### src/rtl/button_pkg.sv
// -----------------------------------------------------------------------------
// button_pkg
// Shared definitions for the button conditioner: channel index constants
// (bit positions on btn_raw / btn_level / btn_press / btn_rel), the default
// channel count, the default auto-repeat eligibility mask and the per-channel
// debounce state encoding.
// No ports (package).
// -----------------------------------------------------------------------------
package button_pkg;

  localparam int BTN_MOVE_L   = 0;
  localparam int BTN_MOVE_R   = 1;
  localparam int BTN_AIM_L    = 2;
  localparam int BTN_AIM_R    = 3;
  localparam int BTN_SHOOT    = 4;
  localparam int BTN_NEW_GAME = 5;

  localparam int NUM_BTN_DEF = 6;

  // Only the move and aim channels (bits 0..3) may auto-repeat.
  localparam logic [NUM_BTN_DEF-1:0] REPEAT_MASK_DEF = 6'b001111;

  typedef enum logic [1:0] {
    IDLE      = 2'd0,
    PRESS_CHK = 2'd1,
    HELD      = 2'd2,
    REL_CHK   = 2'd3
  } btn_state_e;

endpackage

### src/rtl/btn_debounce_ch.sv
// -----------------------------------------------------------------------------
// btn_debounce_ch
// One button channel: 2-FF synchroniser, debounce FSM with a saturating
// stability counter, and (when AUTO_REPEAT_EN is defined) an auto-repeat
// counter that re-fires the press pulse while the button stays held.
// Build option: AUTO_REPEAT_EN (undefined = no repeat engine, one press pulse
// per accepted press).
// Ports:
//   clk    in   system clock
//   reset  in   asynchronous, active-low reset
//   raw    in   raw asynchronous button pin
//   level  out  debounced level, 1 = held
//   press  out  one-cycle pulse on accepted press or repeat tick
//   rel    out  one-cycle pulse on accepted release
// -----------------------------------------------------------------------------
module btn_debounce_ch
  import button_pkg::*;
#(
  parameter int DEBOUNCE_CYCLES = 16,
  parameter int REPEAT_DELAY    = 64,
  parameter int REPEAT_PERIOD   = 16,
  parameter bit RPT_EN          = 1'b0
) (
  input  logic clk,
  input  logic reset,
  input  logic raw,
  output logic level,
  output logic press,
  output logic rel
);

  localparam int CW = $clog2(DEBOUNCE_CYCLES + 1);
  localparam logic [CW-1:0] CNT_LAST = CW'(DEBOUNCE_CYCLES - 1);
  localparam logic [CW-1:0] CNT_MAX  = CW'(DEBOUNCE_CYCLES);

  logic          sync1_p0;
  logic          sync2_p1;
  btn_state_e    state_q;
  btn_state_e    state_d;
  logic [CW-1:0] cnt_q;
  logic          press_d;
  logic          rel_d;
  logic          level_d;
  logic          rpt_tick;

  // ---- stage p0/p1: synchroniser; sync2 is the only view of the pin downstream
  always_ff @(posedge clk or negedge reset) begin
    if (!reset) begin
      sync1_p0 <= 1'b0;
      sync2_p1 <= 1'b0;
    end else begin
      sync1_p0 <= raw;
      sync2_p1 <= sync1_p0;
    end
  end

  // ---- debounce FSM: state register
  always_ff @(posedge clk or negedge reset) begin
    if (!reset) begin
      state_q <= IDLE;
    end else begin
      state_q <= state_d;
    end
  end

  // ---- debounce FSM: next state
  // The IDLE->PRESS_CHK (or HELD->REL_CHK) sample does not count; the
  // checking state needs DEBOUNCE_CYCLES further agreeing samples.
  always_comb begin
    state_d = state_q;
    unique case (state_q)
      IDLE:      if (sync2_p1) state_d = PRESS_CHK;
      PRESS_CHK: begin
        if (!sync2_p1)             state_d = IDLE;
        else if (cnt_q == CNT_LAST) state_d = HELD;
      end
      HELD:      if (!sync2_p1) state_d = REL_CHK;
      REL_CHK: begin
        if (sync2_p1)               state_d = HELD;
        else if (cnt_q == CNT_LAST) state_d = IDLE;
      end
      default:   state_d = IDLE;
    endcase
  end

  // ---- debounce FSM: outputs (registered below)
  // level follows HELD and REL_CHK alike so a release under test never dips.
  always_comb begin
    press_d = (state_q == PRESS_CHK) && (state_d == HELD);
    rel_d   = (state_q == REL_CHK)   && (state_d == IDLE);
    level_d = (state_d == HELD) || (state_d == REL_CHK);
  end

  // Stability counter: restarts on every state change, saturates otherwise.
  always_ff @(posedge clk or negedge reset) begin
    if (!reset) begin
      cnt_q <= '0;
    end else if (state_d != state_q) begin
      cnt_q <= '0;
    end else if (cnt_q != CNT_MAX) begin
      cnt_q <= cnt_q + CW'(1);
    end
  end

`ifdef AUTO_REPEAT_EN
  localparam int RPT_MAX = (REPEAT_DELAY > REPEAT_PERIOD) ? REPEAT_DELAY : REPEAT_PERIOD;
  localparam int RW      = $clog2(RPT_MAX + 1);
  localparam logic [RW-1:0] DLY_LAST = RW'(REPEAT_DELAY - 1);
  localparam logic [RW-1:0] PER_LAST = RW'(REPEAT_PERIOD - 1);

  logic [RW-1:0] rpt_cnt_q;
  logic          rpt_first_q;

  // First tick waits REPEAT_DELAY after the press pulse, later ones REPEAT_PERIOD.
  assign rpt_tick = RPT_EN && (state_q == HELD) &&
                    (rpt_cnt_q == (rpt_first_q ? DLY_LAST : PER_LAST));

  // Cleared in IDLE/PRESS_CHK so it starts at the press pulse; frozen in REL_CHK.
  always_ff @(posedge clk or negedge reset) begin
    if (!reset) begin
      rpt_cnt_q   <= '0;
      rpt_first_q <= 1'b1;
    end else if (!RPT_EN || (state_q == IDLE) || (state_q == PRESS_CHK)) begin
      rpt_cnt_q   <= '0;
      rpt_first_q <= 1'b1;
    end else if (state_q == HELD) begin
      if (rpt_tick) begin
        rpt_cnt_q   <= '0;
        rpt_first_q <= 1'b0;
      end else begin
        rpt_cnt_q <= rpt_cnt_q + RW'(1);
      end
    end
  end
`else
  // Repeat engine compiled out; the repeat parameters stay on the interface
  // so both builds instantiate identically.
  assign rpt_tick = 1'b0 & (RPT_EN | (REPEAT_DELAY > 0) | (REPEAT_PERIOD > 0));
`endif

  // ---- output registers
  always_ff @(posedge clk or negedge reset) begin
    if (!reset) begin
      level <= 1'b0;
      press <= 1'b0;
      rel   <= 1'b0;
    end else begin
      level <= level_d;
      press <= press_d | rpt_tick;
      rel   <= rel_d;
    end
  end

endmodule

### src/rtl/button_conditioner.sv
// -----------------------------------------------------------------------------
// button_conditioner
// Conditions the six raw push-button pins (move L/R, aim L/R, shoot, new game)
// into clk-synchronous debounced levels and one-cycle press/release pulses
// for the controls block. Channels are fully independent.
// Build option: AUTO_REPEAT_EN enables auto-repeat on REPEAT_MASK channels.
// Ports:
//   clk        in   system clock
//   reset      in   asynchronous, active-low reset
//   btn_raw    in   [NUM_BTN] raw pins, bit order per button_pkg constants
//   btn_level  out  [NUM_BTN] debounced level, 1 = held
//   btn_press  out  [NUM_BTN] one-cycle press / repeat pulse
//   btn_rel    out  [NUM_BTN] one-cycle release pulse
// -----------------------------------------------------------------------------
module button_conditioner
  import button_pkg::*;
#(
  parameter int                 NUM_BTN         = NUM_BTN_DEF,
  parameter int                 DEBOUNCE_CYCLES = 16,
  parameter int                 REPEAT_DELAY    = 64,
  parameter int                 REPEAT_PERIOD   = 16,
  parameter logic [NUM_BTN-1:0] REPEAT_MASK     = NUM_BTN'(REPEAT_MASK_DEF)
) (
  input  logic               clk,
  input  logic               reset,
  input  logic [NUM_BTN-1:0] btn_raw,
  output logic [NUM_BTN-1:0] btn_level,
  output logic [NUM_BTN-1:0] btn_press,
  output logic [NUM_BTN-1:0] btn_rel
);

  for (genvar i = 0; i < NUM_BTN; i++) begin : g_ch
    btn_debounce_ch #(
      .DEBOUNCE_CYCLES (DEBOUNCE_CYCLES),
      .REPEAT_DELAY    (REPEAT_DELAY),
      .REPEAT_PERIOD   (REPEAT_PERIOD),
      .RPT_EN          (REPEAT_MASK[i])
    ) u_ch (
      .clk   (clk),
      .reset (reset),
      .raw   (btn_raw[i]),
      .level (btn_level[i]),
      .press (btn_press[i]),
      .rel   (btn_rel[i])
    );
  end

endmodule

### config.mk
export PLATFORM = sky130hd
export DESIGN_NAME = button_conditioner
export DESIGN_NICKNAME = d
export VERILOG_FILES = /design/src/rtl/button_pkg.sv /design/src/rtl/btn_debounce_ch.sv /design/src/rtl/button_conditioner.sv
export SDC_FILE = /design/constraint.sdc
export NUM_CORES = 1
export LEC_CHECK = 0
export BUFFER_PORTS_ARGS = -buffer_cell sky130_fd_sc_hd__buf_2
export CORE_MARGIN = 4
export CORE_UTILIZATION = 35
export DETAILED_ROUTE_END_ITERATION = 10
export GPL_ROUTABILITY_DRIVEN = 0
export SYNTH_ARGS = -nofsm -noshare
export SYNTH_HDL_FRONTEND = slang
export SYNTH_SLANG_ARGS = --single-unit
### constraint.sdc
create_clock -name clk -period 2.18 [get_ports clk]
set_input_delay 0.327 -clock clk [delete_from_list [all_inputs] [get_ports clk]]
set_output_delay 0.327 -clock clk [all_outputs]
set_load 0.02 [all_outputs]
==> results of run 1 <==
==> kinds of logic (layout without fill, tap and decap cells) <==
family / count (synthesis) / in the layout / share of synthesized area
buffers and inverters: 42 / 65 / 0.0739
adder cells (fa/ha/maj): 18 / 18 / 0.0739
AND/OR/NAND/NOR: 66 / 66 / 0.138
AO/OA/AOI/OAI: 12 / 12 / 0.0197
flip-flops: 67 / 67 / 0.550
multiplexers: 19 / 19 / 0.0752
XOR/XNOR: 24 / 24 / 0.0690
==> power by group through the flow <==
stage	clock network [mW]	logic, mW	registers, mW
after floorplan	0	0.141	1.37
after global placement	0	0.200	1.37
after detailed placement	0	0.203	1.38
after CTS	1.05	0.204	1.35
after global routing	1.11	0.237	1.36
final	1.01	0.197	1.35
==> area by class of cell <==
| type | instances | area [um2] |
|---|---|---|
| Tap cell | 105 | 131 |
| Clock inverter | 2 | 35.0 |
| Timing Repair Buffer | 26 | 145 |
| Clock buffer | 13 | 159 |
| Inverter | 24 | 90.1 |
| Fill cell | 802 | 4960 |
| Multi-Input combinational cell | 139 | 1140 |
| Sequential cell | 67 | 1680 |
==> sequential cells by signal (all words and copies together), names as in the netlist <==
name                count
g_ch.u_ch.cnt_q        30
g_ch.u_ch.level         5
g_ch.u_ch.press         6
g_ch.u_ch.rel           6
g_ch.u_ch.state_q       8
g_ch.u_ch.sync1_p0      6
g_ch.u_ch.sync2_p1      6
==> routing by layer <==
| layer | GRT usage | vias to the layer above | part of all wire |
|---|---|---|---|
| li1 | - | 831 | - |
| met2 | 0.139 | 25 | 0.45 |
| met5 | 0 | - | 0 |
| met4 | 0.0491 | 0 | 0.012 |
| met3 | 0.0337 | 7 | 0.051 |
| met1 | 0.122 | 818 | 0.49 |
==> how the worst min path moves through the flow <==
stage / from / end
2_1_floorplan: reset / g_ch[0].u_ch.cnt_q[0]$_DFFE_PN0P_
3_3_place_gp: g_ch[5].u_ch.sync1_p0$_DFF_PN0_ / g_ch[5].u_ch.sync2_p1$_DFF_PN0_
3_5_place_dp: g_ch[0].u_ch.sync1_p0$_DFF_PN0_ / g_ch[0].u_ch.sync2_p1$_DFF_PN0_
4_1_cts: reset / g_ch[1].u_ch.press$_DFF_PN0_
5_1_grt: reset / g_ch[5].u_ch.level$_DFF_PN0_
6_report: reset / g_ch[5].u_ch.level$_DFF_PN0_
==> cell usage in the layout (no fill, tap or decap) <==
cell | netlist | routed
dfrtp_1 | 67 | 67
buf_2 | 0 | 25
inv_1 | 24 | 24
xnor2_1 | 18 | 18
nor2_1 | 18 | 18
ha_1 | 18 | 18
a21oi_1 | 12 | 12
nor3b_1 | 12 | 12
clkbuf_8 | 0 | 11
mux2_2 | 7 | 7
nand2_1 | 6 | 6
and3_1 | 6 | 6
nand2b_1 | 6 | 6
mux2_4 | 6 | 6
nand3_1 | 6 | 6
xor2_1 | 6 | 6
and4bb_2 | 6 | 6
nor3_2 | 6 | 6
mux2i_1 | 6 | 6
clkbuf_1 | 0 | 2
clkinv_2 | 0 | 1
bufinv_16 | 0 | 1
buf_12 | 0 | 1
==> results.md, run 1 <==
- Status: finished with violations
- Failing checks: negative hold slack
- Fraction of layout cells with a size suffix above 1: 0.236
- Hold Path Class: input pin to asynchronous set/reset pin
- Cell mode on critical path: ha_1
- Clock buffer depth: 2
- Drt wl/cell: roughly 11 um
- Async SR Flop Fraction: 1.00
- Critical path's slowest cell: dfrtp_1
- Clock latency on the worst-skew pair: 330 ps
- Clock share of power: 0.394
- Clk sinks: 67
- DRT Wirelength: between 4 and 5 mm
- Pin count of the biggest net entering global routing: a little under 70
- Total negative slack: 0 ps
- Final setup fails: 0
- Die width: 101 um
- Layout Cells excl Fill: around 380
- Crit path DAT: approximately 2000 ps
- Lkg Pwr: 1.60 nW
- RSZ-0062 raised after global routing: false
- Fin crit period: between 1500 and 2000 ps
- Antenna viol nets, final: 0
- Tcrit/Tclk final: 0.792
- Worst Setup SP: g_ch[5].u_ch.cnt_q[0]$_DFFE_PN0P_
- MaxCap Viol Count: 0
- Comb pwr share: 0.077
- Flops & latches, synth: between 60 and 70
- Syn Area/Cell: around 12 um2
- Area leader, netlist: dfrtp_1
- Main flop type after synthesis: dfrtp_1
- Yosys cell types: 18
- Dpl cell area: approximately 3200 um2
- Total grt overflow: 0
- First-pass GRT wire length: around 7.7 mm
- Critical Setup Path Class: flop to flop
- Post-synth EDFFs: 0
- Cell-internal power: just under 2 mW
- Hold Vio Cnt, Final: 3
- Crit path max fanout: 5
- Antenna violations before repair: 0
- Slowest cell delay on critical path: 400 ps
- Rel. slew slack: 0.764
- CTS tree: done
- Synthesis-to-finish area growth: 11.0%
- RR Endpoint: g_ch[5].u_ch.cnt_q[2]$_DFFE_PN0P_
- Post-cts sizing count: 0
- Avg Vias per Cell: 4.47
- Setup WS post-layout: between 400 and 500 ps
- Nets: 293
- Post-Layout Inst Area: between 3000 and 4000 um2
- WP depth: 6
- Via count: 1681
- Seq pwr share: 0.530
- CTS clk-pin slew, worst paths: ~70 ps
- Post-synth net total: between 200 and 300
- Rows: 33
- Crit path to: g_ch[5].u_ch.cnt_q[2]$_DFFE_PN0P_
- Post-CTS Setup Bufs: 0
- Crit-path cells: ha_1 > and3_1 > ha_1 > nand2b_1 > mux2_4 > nor3_2
- Crit path capture type: flop
- Place WS: 436 ps
- Vias in the first global route: approximately 1700
- Worst-margin pin slew: around 350 ps
- Worst path bufs/invs: 0
- Placed Cells: around 360
- Fmax: about 580 MHz
- DRC viols: 0
- Post-DP HPWL: just under 3 mm
- Crit path max-delay family: simple AND/OR/NAND/NOR gates
- R2R Setup Slk: about 450 ps
- Placeable Area: ~8300 um2
- IO Port Bufs: 25
- Net Switching: about 0.58 mW
- Starting Density: 0.365
- Synth Cell Area: 3050 um2
- Antenna fix cells: 0
- Commonest cells post-synth: dfrtp_1 (67), inv_1 (24)
- R2r startpoint: g_ch[5].u_ch.cnt_q[0]$_DFFE_PN0P_
- 1st-iter DRT viols: 96
- Fin. max-slew vios: 0
- DR pass1 iterations: 4
- Sequential share of the synthesized area: 0.550
- Most frequent cell after synthesis: dfrtp_1
- Core Util, Final: 0.405
- Synth area leaders: dfrtp_1 (55%), ha_1 (7.4%), xnor2_1 (5.2%)
- Gr usage total: 0.0945
- Worst clock skew: 5.66 ps
- Worst EP required: 2440 ps
- CTS Buf Count: 9
- H-tree Lvls: 3
- Ys Warns: 0
- Switching share of total power: 0.227
- Total Power Consumption: 2.56 mW
- Die area: 10300 um2
- Reg2Reg Depth: 6
- Die H: between 100 and 150 um
- Root Buffer: clkbuf_8
- Post-synth top area share: 0.550
- Pwr dens: approximately 760 nW/um2
- Hold WS: -4.43 ps
- Worst VDD drop: about 0.00020 V
- Crit start category: flop
- Hold-fix buffers at CTS: 0
- Io pins: 26
- Mapped Cells: about 250
Note: power is estimated with default switching activity, not from simulation.
==> run 2, diff against run 1 <==
==> constraint.sdc (replaced) <==
create_clock -name clk -period 1.8 [get_ports clk]
set_input_delay 0.27 -clock clk [delete_from_list [all_inputs] [get_ports clk]]
set_output_delay 0.27 -clock clk [all_outputs]
set_load 0.02 [all_outputs]
==> results.md, run 2 (synthesized netlist as in run 1, its figures left out) <==
- Hold WS: 34.6 ps (+39.0 ps)
- Largest regs: g_ch.u_ch.cnt_q (30), g_ch.u_ch.state_q (8)
- Worst clock skew: 5.56 ps (-0.0967 ps)
- Crit path DAT: 1970 ps (about the same)
- Io pins: 26 (unchanged)
- Lkg Pwr: 1.61 nW (+0.70%)
- 1st-iter DRT viols: 43 (-55%)
- Via count: 1679 (-0.12%)
- Starting Density: 0.365 (unchanged)
- Crit path capture type: flop
- CTS Buf Count: 9 (unchanged)
- Fraction of layout cells with a size suffix above 1: 0.256 (+0.0202)
- Tcrit/Tclk final: 0.949 (+0.157)
- Final setup fails: 0 (unchanged)
- Clock share of power: 0.369 (-0.025)
- IO Port Bufs: 25 (unchanged)
- Worst-margin pin slew: 344 ps (-11.2 ps)
- Synthesis-to-finish area growth: 12.0%
- Comb pwr share: 0.086 (+0.009)
- First-pass GRT wire length: 7.66 mm (-0.44%)
- Cell-internal power: 2.27 mW (+15%)
- Cell mode on critical path: ha_1
- Placeable Area: 8340 um2 (unchanged)
- Vias in the first global route: 1711 (-1.7%)
- Crit-path cells: ha_1 > and3_1 > ha_1 > nand2b_1 > mux2_4 > nor3_2
- Slowest cell delay on critical path: 400 ps (about the same)
- Critical path's slowest cell: dfrtp_1
- Reg with most FFs: g_ch.u_ch.cnt_q
- DRT Wirelength: 4.25 mm (+0.78%)
- MaxCap Viol Count: 0 (unchanged)
- Total Power Consumption: 3.01 mW (+18%)
- Root Buffer: clkbuf_8
- CTS clk-pin slew, worst paths: 70 ps (about the same)
- Most frequent cells in the layout: dfrtp_1 (67), buf_2 (25), inv_1 (24)
- Die width: 101 um (unchanged)
- Worst EP required: 2060 ps (-380 ps)
- Hold Path Class: input pin to flop
- Worst VDD drop: 0.000297 V (+50%)
- H-tree Lvls: 3 (unchanged)
- Die H: 101 um (unchanged)
- Status: finished clean
- DRC viols: 0 (unchanged)
- RSZ-0062 raised after global routing: false
- Core Util, Final: 0.409 (+0.00345)
- Rows: 33 (unchanged)
- Fin. max-slew vios: 0 (unchanged)
- Die area: 10300 um2 (unchanged)
- Total grt overflow: 0 (unchanged)
- DR pass1 iterations: 4 (unchanged)
- Drt wl/cell: 11.1 um (-0.80%)
- Post-DP HPWL: 2.91 mm (-0.32%)
- Avg Vias per Cell: 4.40 (-1.7%)
- Critical Setup Path Class: flop to flop
- Crit path max fanout: 5 (unchanged)
- Nets: 298 (+1.7%)
- Pwr dens: 881 nW/um2 (+17%)
- Hold Vio Cnt, Final: 0 (-3)
- Gr usage total: 0.0956 (+0.00109)
- Antenna fix cells: 0 (unchanged)
- Seq pwr share: 0.545 (+0.015)
- Clk sinks: 67 (unchanged)
- Most common cell after layout, fill and taps aside: dfrtp_1
- Antenna violations before repair: 0 (unchanged)
- Switching share of total power: 0.244 (+0.0174)
- Crit path max-delay family: simple AND/OR/NAND/NOR gates
- Clock buffer depth: 2 (unchanged)
- CTS tree: done
- Worst path bufs/invs: 0 (unchanged)
- Pin count of the biggest net entering global routing: 68 (unchanged)
- Max reg flops: 30 (unchanged)
- Net Switching: 0.734 mW (+27%)
- Antenna viol nets, final: 0 (unchanged)
- Fin crit period: 1710 ps (-17.7 ps)
- Crit start category: flop
- Total negative slack: 0 ps (unchanged)
- Fmax: 585 MHz (+1.0%)
- Rel. slew slack: 0.771 (+0.00745)
- Clock latency on the worst-skew pair: 340 ps (about the same)
run 2: metrics by stage:
stage / setup slack, ps / cells / instance area [um2]
3_5_place_dp: 68.9 / 361 / 3190
3_3_place_gp: 93.0 / 361 / 3190
4_1_cts: 63.9 / 378 / 3380
5_1_grt: 0.370 / 382 / 3410
6_report: 91.1 / 382 / 3410
2_1_floorplan: 178 / 248 / 3050
run 2: layout make-up:
class	count	area (um2)
clock buffers	12	155
clock inverters	4	25.0
fillers	807	4930
inverters	24	90.1
multi-input cells	139	1150
flip-flops and latches	67	1680
well taps	105	131
repair buffers	31	185
run 2: power groups by stage:
stage	Clock (mW)	Combinational [mW]	Sequential, mW
2_1_floorplan	0	0.171	1.65
3_3_place_gp	0	0.242	1.66
3_5_place_dp	0	0.244	1.67
4_1_cts	1.17	0.248	1.64
5_1_grt	1.25	0.305	1.65
6_report	1.11	0.258	1.64
run 2: worst paths after layout:
check | startpoint | endpoint | slack, ps | cells past startpoint
setup / recovery | g_ch[4].u_ch.cnt_q[0]$_DFFE_PN0P_ | g_ch[4].u_ch.cnt_q[2]$_DFFE_PN0P_ | 90 | 6
max in group asynchronous | reset | g_ch[0].u_ch.cnt_q[3]$_DFFE_PN0P_ | 1030 | 3
hold reg to reg | g_ch[0].u_ch.sync1_p0$_DFF_PN0_ | g_ch[0].u_ch.sync2_p1$_DFF_PN0_ | 350 | 0
min in group asynchronous | reset | g_ch[1].u_ch.press$_DFF_PN0_ | 500 | 3
hold / removal | btn_raw[1] | g_ch[1].u_ch.sync1_p0$_DFF_PN0_ | 30 | 1
setup reg to reg | g_ch[4].u_ch.cnt_q[0]$_DFFE_PN0P_ | g_ch[4].u_ch.cnt_q[2]$_DFFE_PN0P_ | 90 | 6
run 2: timing repair:
action	in CTS	in global routing
hold buffers	1	0
buffers inserted	0	4
endpoints found under the setup margin	0	3
gates resized for setup	0	1
endpoints found under the hold margin	67	0
run 2: layer usage:
metal	global-route usage	part of all wire	vias up	routed length, um
met5	0	0	-	0
met2	0.136	0.43	24	1820
met3	0.0372	0.051	11	215
met4	0.0491	0.022	0	95
met1	0.126	0.50	801	2120
li1	-	-	843	-
==> run 3, diff against run 2 <==
--- a/config.mk
+++ b/config.mk
@@ -12,4 +12,5 @@
 export GPL_ROUTABILITY_DRIVEN = 0
 export SYNTH_ARGS = -nofsm -noshare
 export SYNTH_HDL_FRONTEND = slang
+export SYNTH_HIERARCHICAL = 1
 export SYNTH_SLANG_ARGS = --single-unit
==> results.md, run 3 <==
- Synthesis-to-finish area growth: 17.2%
- Final setup fails: 0 (unchanged)
- Fin crit period: 1710 ps (-2.14 ps)
- Fraction of layout cells with a size suffix above 1: 0.254 (-0.00280)
- Total negative slack: 0 ps (unchanged)
- CTS clk-pin slew, worst paths: 70 ps (about the same)
- DRT Wirelength: 4.42 mm (+3.9%)
- Root Buffer: clkbuf_8
- Total grt overflow: 0 (unchanged)
- Layout Cells excl Fill: 392 (+2.6%)
- Crit start category: flop
- Fin. max-slew vios: 0 (unchanged)
- Hold WS: 36.5 ps (+1.94 ps)
- Via count: 1775 (+5.7%)
- Largest regs: g_ch.u_ch/cnt_q (30), g_ch.u_ch/state_q (12)
- Place WS: 91.6 ps (+22.6 ps)
- Placed Cells: 374 (+3.6%)
- Crit path capture type: flop
- IO Port Bufs: 25 (unchanged)
- Most common cell after layout, fill and taps aside: dfrtp_1
- Ys Warns: 6 (+6)
- Critical Setup Path Class: flop to flop
- Worst VDD drop: 0.000455 V (+53%)
- Worst clock skew: 10.3 ps (+4.71 ps)
- Antenna viol nets, final: 0 (unchanged)
- Pwr dens: 964 nW/um2 (+9.3%)
- Reg with most FFs: g_ch.u_ch/cnt_q
- H-tree Lvls: 3 (unchanged)
- Fmax: 586 MHz (+0.13%)
- Commonest cells post-synth: dfrtp_1 (72), inv_1 (24), ha_1 (18), nor2_1 (18), xnor2_1 (18)
- Sequential share of the synthesized area: 0.583 (+0.0322)
- Avg Vias per Cell: 4.53 (+3.0%)
- Synth area leaders: dfrtp_1 (58%), ha_1 (7.3%), xnor2_1 (5.1%)
- CTS tree: done
- Die width: 102 um (+0.70%)
- Vias in the first global route: 1798 (+5.1%)
- R2R Setup Slk: 90 ps (about the same)
- Pin count of the biggest net entering global routing: 73 (+7.4%)
- 1st-iter DRT viols: 56 (+30%)
- Yosys cell types: 17 (-1)
- Rel. slew slack: 0.757 (-0.0139)
- Worst EP required: 2060 ps (about the same)
- Tcrit/Tclk final: 0.948 (-0.00119)
- Rows: 34 (+3.0%)
- DRC viols: 0 (unchanged)
- Nets: 305 (+2.3%)
- Max reg flops: 30 (unchanged)
- Drt wl/cell: 11.3 um (+1.2%)
- Status: finished clean
- Post-synth top area share: 0.583 (+0.0322)
- MaxCap Viol Count: 0 (unchanged)
- Die area: 10400 um2 (+1.4%)
- Post-Layout Inst Area: 3630 um2 (+6.3%)
- Dpl cell area: 3370 um2 (+5.8%)
- RSZ-0062 raised after global routing: false
- Lkg Pwr: 1.73 nW (+7.1%)
- Antenna violations before repair: 0 (unchanged)
- Async SR Flop Fraction: 1.00 (unchanged)
- Clock latency on the worst-skew pair: 340 ps (about the same)
- Hold Vio Cnt, Final: 0 (unchanged)
- Post-synth EDFFs: 0 (unchanged)
- Clock buffer depth: 2 (unchanged)
- Post-synth net total: 266 (-2.9%)
- Worst-margin pin slew: 364 ps (+20.8 ps)
- Io pins: 26 (unchanged)
- Placeable Area: 8680 um2 (+4.1%)
- Total Power Consumption: 3.49 mW (+16%)
- Antenna fix cells: 0 (unchanged)
- Area leader, netlist: dfrtp_1
- Mapped Cells: 240 (-3.2%)
- Die H: 102 um (+0.70%)
- Post-DP HPWL: 2.98 mm (+2.2%)
- CTS Buf Count: 9 (unchanged)
- Crit path max fanout: 5 (unchanged)
- Most frequent cells in the layout: dfrtp_1 (72), buf_2 (25), inv_1 (24)
- DR pass1 iterations: 4 (unchanged)
- Core Util, Final: 0.418 (+0.00888)
- Main flop type after synthesis: dfrtp_1
- Hold Path Class: input pin to flop
- Crit path DAT: 1970 ps (about the same)
- Setup WS post-layout: 93.3 ps (+2.14 ps)
- Clk sinks: 72 (+7.5%)
- Syn Area/Cell: 12.9 um2 (+4.9%)
- Synth Cell Area: 3090 um2 (+1.5%)
- Starting Density: 0.356 (-0.00889)
- Most frequent cell after synthesis: dfrtp_1
- Flops & latches, synth: 72 (+7.5%)
- First-pass GRT wire length: 8.02 mm (+4.8%)
- Gr usage total: 0.0985 (+0.00288)
- Filler instances: 839 (+4.0%)
- Post-cts sizing count: 0 (unchanged)
run 3: cell types whose count changed in the layout (fill, tap and decap cells not counted):
cell,change
clkbuf_8,-2
mux2_2,+5
clkinvlp_4,-1
bufinv_16,+3
ha_1,+1
buf_4,-3
dfrtp_1,+5
ha_2,-1
run 3: per-layer routing:
metal | wire (um) | global-route usage | up-vias | share of wire
met5 | 0 | 0 | - | 0
met4 | 104 | 0.0484 | 0 | 0.024
met3 | 238 | 0.0375 | 13 | 0.054
met2 | 1890 | 0.148 | 31 | 0.43
met1 | 2190 | 0.124 | 854 | 0.49
li1 | - | - | 877 | -
run 3: path summary, 6_finish.rpt:
kind                                                   startpoint                                end  cells past startpoint
worst max-delay path            g_ch[5].u_ch/cnt_q[1]$_DFFE_PN0P_  g_ch[5].u_ch/cnt_q[2]$_DFFE_PN0P_                      6
worst min-delay path                                   btn_raw[4]    g_ch[4].u_ch/sync1_p0$_DFF_PN0_                      1
worst max register to register  g_ch[5].u_ch/cnt_q[1]$_DFFE_PN0P_  g_ch[5].u_ch/cnt_q[2]$_DFFE_PN0P_                      6
worst min register to register    g_ch[0].u_ch/sync1_p0$_DFF_PN0_    g_ch[0].u_ch/sync2_p1$_DFF_PN0_                      0
max in group asynchronous                                   reset         g_ch[4].u_ch/rel$_DFF_PN0_                      3
min in group asynchronous                                   reset       g_ch[0].u_ch/press$_DFF_PN0_                      3
run 3: final cells by class:
| class | count | area, um2 | share of cell area |
|---|---|---|---|
| sequential | 72 | 1800 | 0.497 |
| multi-input combinational | 144 | 1200 | 0.331 |
| timing repair buffer | 28 | 163 | 0.0449 |
| tap | 108 | 135 | 0.0373 |
| clock buffer | 10 | 128 | 0.0352 |
| clock inverter | 6 | 108 | 0.0297 |
| inverter | 24 | 90.1 | 0.0248 |
run 3: timing repair:
action                                  in CTS  in global routing
hold endpoints to repair                    72                  0
setup buffers                                0                  1
hold buffers                                 1                  0
endpoints found under the setup margin       0                  1
run 3: worst max-delay path: stages (launching register included):
cell      delay, ps
dfrtp_1         410
ha_1            220
and3_1          180
ha_1            190
nand2b_1        140
mux2_4          300
nor3_2          190
run 3: kinds of logic (layout without fill, tap and decap cells):
| logic type | after synthesis | after routing | synth area share |
|---|---|---|---|
| AO/OA/AOI/OAI | 12 | 12 | 0.0194 |
| XOR/XNOR | 24 | 24 | 0.0680 |
| adder cells (fa/ha/maj) | 18 | 18 | 0.0728 |
| buffers and inverters | 24 | 68 | 0.0291 |
| flip-flops | 72 | 72 | 0.583 |
| multiplexers | 24 | 24 | 0.0922 |
| AND/OR/NAND/NOR | 66 | 66 | 0.136 |
run 3: power breakdown:
| group | switching (mW) | total (mW) | internal (mW) |
|---|---|---|---|
| registers | 0.0655 | 1.75 | 1.69 |
| logic | 0.128 | 0.245 | 0.116 |
| clock network | 0.580 | 1.50 | 0.916 |
